--- src/rtl/uart_tx_arbiter.sv ---
// Shares the board UART TX pin between the CPU and the LiteDRAM debug UART.
// Ownership moves only on frame boundaries; a stuck line forces a guarded handover.
module uart_tx_arbiter #(
  parameter int BIT_CYCLES   = 434,
  parameter int IDLE_BITS    = 11,
  parameter int TIMEOUT_BITS = 1024
) (
  input  logic       i_clk,
  input  logic       i_rst,
  input  logic       i_sel,
  input  logic       i_ram_init_done,
  input  logic       i_cpu_tx,
  input  logic       i_dram_tx,
  output logic       o_uart_tx,
  output logic       o_owner,
  output logic       o_busy,
  output logic [7:0] o_switch_cnt,
  output logic [1:0] o_dbg_state   // 0 = OWN, 1 = WAIT, 2 = GUARD
);

  localparam int IDLE = BIT_CYCLES * IDLE_BITS;
  localparam int TMO  = BIT_CYCLES * TIMEOUT_BITS;
  localparam int IW   = (IDLE > 1) ? $clog2(IDLE) : 1;
  localparam int TW   = (TMO > 1) ? $clog2(TMO) : 1;
  localparam logic [IW-1:0] IDLE_LAST = IW'(IDLE - 1);
  localparam logic [TW-1:0] TMO_LAST  = TW'(TMO - 1);

  localparam logic [1:0] S_OWN   = 2'd0;
  localparam logic [1:0] S_WAIT  = 2'd1;
  localparam logic [1:0] S_GUARD = 2'd2;

  logic          r_sel_meta;
  logic          r_sel_sync;
  logic          r_init_meta;
  logic          r_init_sync;
  logic [1:0]    r_state;
  logic          r_owner;
  logic          r_uart_tx;
  logic [7:0]    r_switch_cnt;
  logic [IW-1:0] r_idle_cnt;
  logic [TW-1:0] r_tmo_cnt;

  logic          w_req;
  logic          w_lines_idle;
  logic [7:0]    w_switch_next;

  // LiteDRAM keeps the pin until its init is seen, whatever the switch says.
  assign w_req         = ~r_init_sync | r_sel_sync;
  assign w_lines_idle  = i_cpu_tx & i_dram_tx;
  assign w_switch_next = (r_switch_cnt == 8'hFF) ? r_switch_cnt : r_switch_cnt + 8'd1;

  always_ff @(posedge i_clk or posedge i_rst) begin
    if (i_rst) begin
      r_sel_meta  <= 1'b0;
      r_sel_sync  <= 1'b0;
      r_init_meta <= 1'b0;
      r_init_sync <= 1'b0;
    end else begin
      r_sel_meta  <= i_sel;
      r_sel_sync  <= r_sel_meta;
      r_init_meta <= i_ram_init_done;
      r_init_sync <= r_init_meta;
    end
  end

  always_ff @(posedge i_clk or posedge i_rst) begin
    if (i_rst) begin
      r_uart_tx <= 1'b1;
    end else if (r_state == S_GUARD) begin
      r_uart_tx <= 1'b1;
    end else begin
      r_uart_tx <= r_owner ? i_dram_tx : i_cpu_tx;
    end
  end

  always_ff @(posedge i_clk or posedge i_rst) begin
    if (i_rst) begin
      r_state      <= S_OWN;
      r_owner      <= 1'b1;
      r_switch_cnt <= 8'd0;
      r_idle_cnt   <= '0;
      r_tmo_cnt    <= '0;
    end else begin
      case (r_state)
        S_OWN: begin
          r_idle_cnt <= '0;
          r_tmo_cnt  <= '0;
          if (w_req != r_owner) begin
            r_state <= S_WAIT;
          end
        end
        S_WAIT: begin
          // A withdrawn request wins even if the line went idle or the timer expired.
          if (w_req == r_owner) begin
            r_state    <= S_OWN;
            r_idle_cnt <= '0;
            r_tmo_cnt  <= '0;
          end else if (w_lines_idle && (r_idle_cnt == IDLE_LAST)) begin
            r_owner      <= w_req;
            r_switch_cnt <= w_switch_next;
            r_state      <= S_OWN;
            r_idle_cnt   <= '0;
            r_tmo_cnt    <= '0;
          end else if (r_tmo_cnt == TMO_LAST) begin
            r_owner      <= w_req;
            r_switch_cnt <= w_switch_next;
            r_state      <= S_GUARD;
            r_idle_cnt   <= '0;
            r_tmo_cnt    <= '0;
          end else begin
            r_tmo_cnt  <= r_tmo_cnt + TW'(1);
            r_idle_cnt <= w_lines_idle ? r_idle_cnt + IW'(1) : '0;
          end
        end
        S_GUARD: begin
          // Hold the pin high one full idle window so the receiver can resync.
          if (r_idle_cnt == IDLE_LAST) begin
            r_state    <= S_OWN;
            r_idle_cnt <= '0;
          end else begin
            r_idle_cnt <= r_idle_cnt + IW'(1);
          end
        end
        default: begin
          r_state    <= S_OWN;
          r_idle_cnt <= '0;
          r_tmo_cnt  <= '0;
        end
      endcase
    end
  end

  assign o_uart_tx    = r_uart_tx;
  assign o_owner      = r_owner;
  assign o_busy       = (r_state != S_OWN);
  assign o_switch_cnt = r_switch_cnt;
  assign o_dbg_state  = r_state;

endmodule

--- config.mk ---
export PLATFORM = sky130hd
export DESIGN_NAME = uart_tx_arbiter
export DESIGN_NICKNAME = d
export VERILOG_FILES = /design/src/rtl/uart_tx_arbiter.sv
export SDC_FILE = /design/constraint.sdc
export NUM_CORES = 1
export LEC_CHECK = 0
export CAP_MARGIN = 15
export CORE_MARGIN = 2
export CORE_UTILIZATION = 47
export DETAILED_ROUTE_END_ITERATION = 10
export PLACE_DENSITY = 0.75
export SYNTH_ARGS = -nofsm -noshare
export SYNTH_HDL_FRONTEND = slang
export SYNTH_SLANG_ARGS = --single-unit
--- constraint.sdc ---
create_clock -name i_clk -period 3.52 [get_ports i_clk]
set_input_delay 0.352 -clock i_clk [delete_from_list [all_inputs] [get_ports i_clk]]
set_output_delay 0.352 -clock i_clk [all_outputs]
set_load 0.01 [all_outputs]
==> results of run 1 <==
cells in the mapped netlist (2+ instances only):
master / instances / area share
nor2b_1: 2 / 0.0051
a21oi_1: 3 / 0.0061
a211o_1: 2 / 0.0071
nand3_1: 18 / 0.037
nor2_1: 35 / 0.053
o2111ai_1: 2 / 0.0071
dfrtp_1: 46 / 0.47
dfstp_2: 2 / 0.021
nor3b_1: 2 / 0.0061
ha_1: 7 / 0.036
nand2_1: 13 / 0.020
inv_1: 9 / 0.014
nand4b_1: 3 / 0.011
nand4_1: 5 / 0.013
and3_1: 11 / 0.028
and4_1: 2 / 0.0071
mux2_1: 3 / 0.014
buf_2: 2 / 0.0041
o211ai_1: 4 / 0.012
mux2i_1: 2 / 0.0081
and2_1: 2 / 0.0051
xor2_1: 13 / 0.046
xnor2_1: 18 / 0.064
o21ai_1: 3 / 0.0061
nand2b_1: 6 / 0.015
nor3_1: 5 / 0.010
sequential cells by signal (all words and copies together), names as in the netlist:
| name | count |
|---|---|
| r_sel_sync | 1 |
| o_switch_cnt | 8 |
| r_init_sync | 1 |
| r_init_meta | 1 |
| r_idle_cnt | 13 |
| o_owner | 1 |
| r_sel_meta | 1 |
| o_dbg_state | 2 |
| o_uart_tx | 1 |
| r_tmo_cnt | 19 |
per-stage QoR:
step                      cells  instance area [µm²]  power (µW)
after detailed placement    323                 2700         716
after global placement      323                 2700         711
after global routing        331                 2810        1140
after floorplan             241                 2460         665
after CTS                   331                 2810        1100
final                       331                 2810        1090
report_power, final:
| part | internal (µW) | switching, µW | total (µW) |
|---|---|---|---|
| Sequential | 562 | 9.34 | 572 |
| Combinational | 57.0 | 73.3 | 130 |
| Clock | 210 | 177 | 387 |
| Total | 829 | 259 | 1090 |
area by class of cell:
cell class	instances	area (µm²)
sequential	48	1200
tap	70	87.6
clock buffer	5	68.8
clock inverter	3	42.5
multi-input combinational	178	1190
timing repair buffer	18	180
fill	474	2270
inverter	9	33.8
kinds of logic (layout without fill, tap and decap cells):
| group | count (synthesis) | in the layout | synth area share |
|---|---|---|---|
| AOI/OAI and AO/OA | 21 | 21 | 0.0665 |
| xor gates and xnor gates | 31 | 31 | 0.110 |
| buffers and inverters | 15 | 35 | 0.0284 |
| DFF | 48 | 48 | 0.489 |
| adders and majority gates | 7 | 7 | 0.0355 |
| and+or+nand+nor | 113 | 113 | 0.244 |
| muxes | 6 | 6 | 0.0264 |
metal layers:
| layer | global-route usage | routed length (µm) | vias up |
|---|---|---|---|
| met5 | 0 | 0 | - |
| met1 | 0.205 | 2030 | 854 |
| li1 | - | - | 866 |
| met3 | 0.0320 | 88 | 4 |
| met4 | 0.0491 | 46 | 0 |
| met2 | 0.276 | 2140 | 15 |
path summary, 6_finish.rpt:
check                      slack (ns)              end  depth (start not counted)          start
max                              1.05  o_switch_cnt[6]                          5  r_idle_cnt[6]
min                              0.35       r_sel_sync                          0     r_sel_meta
max reg2reg                      1.05  o_switch_cnt[6]                          5  r_idle_cnt[6]
min reg2reg                      0.35       r_sel_sync                          0     r_sel_meta
max in group asynchronous        2.34  o_switch_cnt[2]                          2          i_rst
min in group asynchronous        0.59     r_tmo_cnt[0]                          2          i_rst
==> impl_metrics.yaml, run 1 <==
clocking:
  post_cts_buffers: 0
  path_clk_slew_ns: 0.09
  ctsHoldBuffers: 0
  clk_latency_ns: 0.29
  htreeDepth: 2
  cts_buffer_depth: 2
  cts_buffers: 5
  cts_root_buf: "clkbuf_8"
  cts_sinks: 48
  cts.repair.resized: 0
  cts_tree: "done"
power:
  ir_drop_mv: 0.333
  p_per_area_nw_per_um2: 388
  leakage_uw: 0.00114
floorplanning:
  die_y_um: 76.4
  ios: 19
  fp.coreArea_um2: 5070
  num_rows: 26
  fp.dieW_um: 76.4
  initial_core_util: 0.485
  die_area_um2: 5840
sta:
  hold_viol: 0
  period_needed_ns: 2.47
  max_freq_mhz: 405
  maxSlewHeadroom: 0.365
  drv_slew: 0
  worst_slew_pin_slew_ns: 0.951
  hold_ws_ns: 0.355
  setup_ws_ns: 1.05
  clock_skew_ns: 0.00461
  setup_viol_count_final: 0
  fin_crit_sh: 0.702
  rsz0062_at_grt: "false"
  fin_setup_tns_ns: 0
logic_synthesis:
  synth_area_um2: 2460
  postSynthCellCount: 241
  ys.flop_type: "dfrtp_1"
  synthesis.nets: 254
  synth_seq_cells: 48
  synthArstFlopShare: 1.00
  syn_avg_cell_area_um2: 10.2
  yosysUniqueCellTypes: 47
  yosysSeqAreaShare: 0.489
  synth_edf_count: 0
  synth_warnings: 0
outcome:
  status: "finished, final reports clean"
global_route:
  grt.total_usage: 0.161
  first_global_vias: 1700
  grt_start_max_net_pins: 49
  antenna_found_initial: 0
  grt_pass1_wl_um: 7710
  grt-ovfl-total: 0
worst_setup_path:
  end_kind: "register"
  crit_slowest_cell: "or4b_1"
  critPathMaxFanout: 8
  crit_chain: "or4b_1 > nor4_2 > nor2b_1 > o2111ai_1 > mux2_1"
  critical_path_required_ns: 3.70
  crit_family: "simple AND/OR/NAND/NOR gates"
  cp.arrival_ns: 2.65
  critPathBufInv: 0
  critical_path.max_stage_delay_ns: 0.60
  cp-start-kind: "register"
  crit_type: "register to register"
hold_path:
  min_path_type: "register to register"
placed_design:
  hpwl_um: 3100
  gp_routability_congestion: 0.800
  port_buffers: 18
  dp_slack_ns: 1.03
cells_and_area:
  final_common_cell: "dfrtp_1"
  syn2layout_area_growth_pct: 13.9
  diodes: 0
  nets: 273
  finish.utilization: 0.553
  layout_common_cells: "46 x dfrtp_1, 35 x nor2_1, 18 x nand3_1, 18 x xnor2_1, 18 x clkdlybuf4s50_1"
  drive_above_1_share: 0.0766
detailed_routing:
  viasPerCell: 5.25
  dr.first_iter.drc_count: 79
  firstDrtPassIters: 4
  wl_um: 4310
  wl_per_cell_um: 13.0
  post-route-drc-count: 0
  vias: 1739
  ant_nets: 0
flow_run:
  cap_violations: 0
Power figures use the tool's default switching activity.
==> inputs of run 2 (changes only) <==
--- a/config.mk
+++ b/config.mk
@@ -9,7 +9,7 @@
 export CORE_MARGIN = 2
 export CORE_UTILIZATION = 47
 export DETAILED_ROUTE_END_ITERATION = 10
-export PLACE_DENSITY = 0.75
+export PLACE_DENSITY = 0.78
 export SYNTH_ARGS = -nofsm -noshare
 export SYNTH_HDL_FRONTEND = slang
 export SYNTH_SLANG_ARGS = --single-unit
==> constraint.sdc (replaced) <==
create_clock -name i_clk -period 2.2 [get_ports i_clk]
set_input_delay 0.22 -clock i_clk [delete_from_list [all_inputs] [get_ports i_clk]]
set_output_delay 0.22 -clock i_clk [all_outputs]
set_load 0.01 [all_outputs]
==> impl_metrics.yaml, run 2 (synthesis gave the netlist of run 1 again) <==
outcome:
  status: "finished, final reports clean"
clocking:
  cts_buffers: 5
  cts_tree: "done"
  path_clk_slew_ns: 0.09
  cts_buffer_depth: 2
  cts_sinks: 48
  clk_latency_ns: 0.30
  htreeDepth: 2
  cts_root_buf: "clkbuf_8"
  ctsHoldBuffers: 0
cells_and_area:
  layout_common_cells: "46 x dfrtp_1, 34 x nor2_1, 18 x xnor2_1, 18 x clkdlybuf4s50_1, 17 x nand3_1"
  final_common_cell: "dfrtp_1"
  nets: 290
  diodes: 0
  syn2layout_area_growth_pct: 21.7
  drive_above_1_share: 0.141
  fillCellCount: 442
  largest_register_ffs: 19
  top_register: "r_tmo_cnt"
hold_path:
  min_path_type: "input port to asynchronous set/reset pin"
floorplanning:
  fp.coreArea_um2: 5070
  num_rows: 26
  fp.dieW_um: 76.4
  die_y_um: 76.4
  ios: 19
  initial_core_util: 0.485
  die_area_um2: 5840
sta:
  max_freq_mhz: 468
  hold_viol: 0
  fin_setup_tns_ns: 0
  setup_viol_count_final: 0
  clock_skew_ns: 0.0110
  hold_ws_ns: 0.273
  period_needed_ns: 2.14
  maxSlewHeadroom: 0.656
  drv_slew: 0
  fin_crit_sh: 0.972
  worst_slew_pin_slew_ns: 0.515
worst_setup_path:
  critical_path_required_ns: 2.39
  critPathLaunch: "r_tmo_cnt[16]"
  worst-r2r-setup-slack_ns: 0.06
  end_kind: "register"
  critPathCapture: "r_idle_cnt[11]"
  crit_type: "register to register"
  critPathMaxFanout: 13
  rr_endpoint: "r_idle_cnt[11]"
  cp-start-kind: "register"
  r2r-start: "r_tmo_cnt[16]"
  worstRegToRegCells: 6
  cp.arrival_ns: 2.33
detailed_routing:
  viasPerCell: 5.35
  ant_nets: 0
  firstDrtPassIters: 4
  dr.first_iter.drc_count: 113
  wl_um: 4820
  vias: 1857
  wl_per_cell_um: 13.9
  post-route-drc-count: 0
power:
  power_frac_comb: 0.134
  swShare: 0.241
  leakage_uw: 0.00125
  ir_drop_mv: 0.358
  power_switching_uw: 425
  p_per_area_nw_per_um2: 589
  pwr-share-seq: 0.518
  clockPowerShare: 0.348
  p_int_uw: 1340
global_route:
  antenna_found_initial: 0
  grt_start_max_net_pins: 26
  first_global_vias: 1858
  grt.total_usage: 0.178
  grt-ovfl-total: 0
  grt_pass1_wl_um: 8290
placed_design:
  port_buffers: 18
  hpwl_um: 3380
  gp_routability_congestion: 0.776
flow_run:
  cap_violations: 0
## run 2: power by group through the flow
stage | clock network (µW) | logic [µW] | registers [µW]
final | 616 | 236 | 915
after detailed placement | 0 | 230 | 930
after global placement | 0 | 226 | 931
after floorplan | 0 | 130 | 933
after CTS | 636 | 231 | 913
after global routing | 662 | 260 | 916
## run 2: final cells by class
class                   count  area, µm²  share of cell area
clock buffers               6       72.6              0.0242
multi-input cells         178       1240               0.413
clock inverters             1       30.0              0.0100
repair buffers             35        333               0.111
well taps                  70       87.6              0.0292
inverters                   9       33.8              0.0113
flip-flops and latches     48       1200               0.402
## run 2: worst max-delay path, cell delays in order (launching register included)
cell and delay [ns]:
dfrtp_1 0.42, or3b_1 0.35, or4_4 0.46, or2_4 0.31
a32oi_4 0.26, buf_12 0.17, nor2_1 0.05
## run 2: how the worst min path moves through the flow
stage / from / endpoint / slack (ns) / cells past startpoint
4_1_cts: i_rst / o_dbg_state[0] / 0.29 / 2
3_5_place_dp: r_sel_meta / r_sel_sync / 0.33 / 0
6_report: i_rst / o_dbg_state[0] / 0.27 / 2
3_3_place_gp: r_sel_meta / r_sel_sync / 0.34 / 0
2_1_floorplan: i_ram_init_done / r_init_meta / 0.25 / 0
5_1_grt: i_rst / o_dbg_state[0] / 0.33 / 2
## run 2: per-stage QoR
step | std cells | area [µm²] | utilization | power [µW] | setup slack, ns
after floorplan | 241 | 2460 | - | 1060 | 0.0599
after global placement | 339 | 2840 | 0.560 | 1160 | 0.0182
after detailed placement | 339 | 2840 | 0.560 | 1160 | -0.0331
after CTS | 346 | 2950 | 0.580 | 1780 | 0.0119
after global routing | 347 | 3000 | 0.591 | 1840 | -0.00177
final | 347 | 3000 | 0.591 | 1770 | 0.0613
## run 2: per-layer routing
layer | GRT usage | up-vias | share of wire
met1 | 0.213 | 914 | 0.44
met3 | 0.0367 | 11 | 0.021
li1 | - | 905 | -
met2 | 0.310 | 27 | 0.52
met4 | 0.0764 | 0 | 0.022
met5 | 0 | - | 0
## run 2: repair_timing
item                                    in CTS  in global routing
setup buffers                                0                  1
endpoints found under the setup margin       3                 21
gates resized for setup                      1                  7
pin swaps                                    0                  2
==> inputs of run 3 (changes only) <==
--- a/config.mk
+++ b/config.mk
@@ -7,9 +7,9 @@
 export LEC_CHECK = 0
 export CAP_MARGIN = 15
 export CORE_MARGIN = 2
-export CORE_UTILIZATION = 47
+export CORE_UTILIZATION = 35
 export DETAILED_ROUTE_END_ITERATION = 10
-export PLACE_DENSITY = 0.78
+export PLACE_DENSITY = 0.53
 export SYNTH_ARGS = -nofsm -noshare
 export SYNTH_HDL_FRONTEND = slang
 export SYNTH_SLANG_ARGS = --single-unit
==> impl_metrics.yaml, run 3 (synthesis gave the netlist of run 1 again) <==
clocking:
  htreeDepth: 2
  path_clk_slew_ns: 0.10
  post_cts_buffers: 0
  clk_latency_ns: 0.31
  cts_sinks: 48
  cts_root_buf: "clkbuf_8"
  cts_buffer_depth: 2
  cts_buffers: 5
  cts_tree: "done"
global_route:
  grt.total_usage: 0.140
  grt-ovfl-total: 0
  gr-usage-met2: 0.225
  grt_pass1_wl_um: 8400
  met3_usage: 0.0311
  busiest_layer: "met2"
  first_global_vias: 1827
  grt_start_max_net_pins: 49
  antenna_found_initial: 0
  use_met1: 0.181
flow_run:
  cap_violations: 0
cells_and_area:
  final_common_cell: "dfrtp_1"
  drive_above_1_share: 0.145
  fillCellCount: 664
  nets: 294
  largest_register_ffs: 19
  syn2layout_area_growth_pct: 24.1
  layout_common_cells: "46 x dfrtp_1, 34 x nor2_1"
  top_register: "r_tmo_cnt"
  finish.utilization: 0.450
  diodes: 0
sta:
  worst_slew_pin_slew_ns: 0.322
  maxSlewHeadroom: 0.785
  period_needed_ns: 2.11
  fin_crit_sh: 0.958
  drv_slew: 0
  rsz0062_at_grt: "false"
  hold_viol: 0
  setup_viol_count_final: 0
  fin_setup_tns_ns: 0
  max_freq_mhz: 474
  clock_skew_ns: 0.0125
floorplanning:
  die_y_um: 87.9
  fp.dieW_um: 87.9
  fp.coreArea_um2: 6790
  initial_core_util: 0.363
  num_rows: 30
  ios: 19
  die_area_um2: 7730
hold_path:
  min_path_type: "input port to asynchronous set/reset pin"
detailed_routing:
  viasPerCell: 4.75
  firstDrtPassIters: 4
  post-route-drc-count: 0
  ant_nets: 0
  vias: 1797
  wl_per_cell_um: 12.8
  wl_um: 4850
  dr.first_iter.drc_count: 60
worst_setup_path:
  worst-r2r-setup-slack_ns: 0.09
  end_kind: "register"
  cp-start-kind: "register"
  rr_endpoint: "r_idle_cnt[7]"
  r2r-start: "r_tmo_cnt[13]"
  cp.arrival_ns: 2.31
  critPathMaxFanout: 13
  worstRegToRegCells: 6
  crit_type: "register to register"
  critical_path_required_ns: 2.40
outcome:
  status: "finished, final reports clean"
placed_design:
  hpwl_um: 3450
  gp_routability_congestion: 0.765
  port_buffers: 18
power:
  ir_drop_mv: 0.331
  total_power_uw: 1910
  p_per_area_nw_per_um2: 625
  leakage_uw: 0.00128
run 3: per-stage QoR:
| stage | hold WS [ns] | setup slack (ns) | area [µm²] | std cells |
|---|---|---|---|---|
| global route | 0.281 | 0.00732 | 3060 | 378 |
| finish | 0.261 | 0.0919 | 3060 | 378 |
| CTS | 0.264 | 0.0609 | 3060 | 378 |
| global placement | 0.338 | 0.0922 | 2920 | 370 |
| detailed placement | 0.350 | 0.0869 | 2920 | 370 |
| floorplan | 0.251 | 0.0599 | 2460 | 241 |
run 3: what timing repair did:
item | CTS | global route
gates resized for setup | 0 | 1
endpoints found under the setup margin | 0 | 15
hold buffers | 0 | 0
run 3: layout make-up:
| cell class | count | area [µm²] | area share |
|---|---|---|---|
| well taps | 96 | 120 | 0.0393 |
| clock buffers | 6 | 72.6 | 0.0237 |
| clock inverters | 2 | 60.1 | 0.0196 |
| flip-flops and latches | 48 | 1200 | 0.394 |
| multi-input cells | 178 | 1190 | 0.390 |
| repair buffers | 39 | 375 | 0.123 |
| inverters | 9 | 33.8 | 0.0110 |
run 3: worst max-delay path: stages, from the launching register on:
cell and delay (ns):
dfrtp_1 0.40, or3b_1 0.38, or4_4 0.45, or2_4 0.29, a32oi_2 0.26, buf_12 0.17
nor2_1 0.05
run 3: how the worst max path moves through the flow:
| stage | depth (start not counted) | end | startpoint |
|---|---|---|---|
| 3_5_place_dp | 6 | o_switch_cnt[7] | r_idle_cnt[6] |
| 4_1_cts | 6 | o_switch_cnt[6] | r_idle_cnt[6] |
| 6_report | 6 | r_idle_cnt[7] | r_tmo_cnt[13] |
| 5_1_grt | 6 | o_switch_cnt[7] | r_idle_cnt[6] |
| 3_3_place_gp | 6 | o_switch_cnt[6] | r_idle_cnt[6] |
| 2_1_floorplan | 8 | r_tmo_cnt[12] | r_tmo_cnt[0] |
run 3: report_power, final:
| part | switching, µW | internal [µW] |
|---|---|---|
| logic | 126 | 115 |
| registers | 12.7 | 900 |
| clock network | 304 | 454 |
run 3: metal layers:
| metal | part of all wire | vias to the layer above |
|---|---|---|
| met3 | 0.024 | 7 |
| met2 | 0.47 | 20 |
| met1 | 0.49 | 855 |
| li1 | - | 915 |
| met5 | 0 | - |
| met4 | 0.018 | 0 |
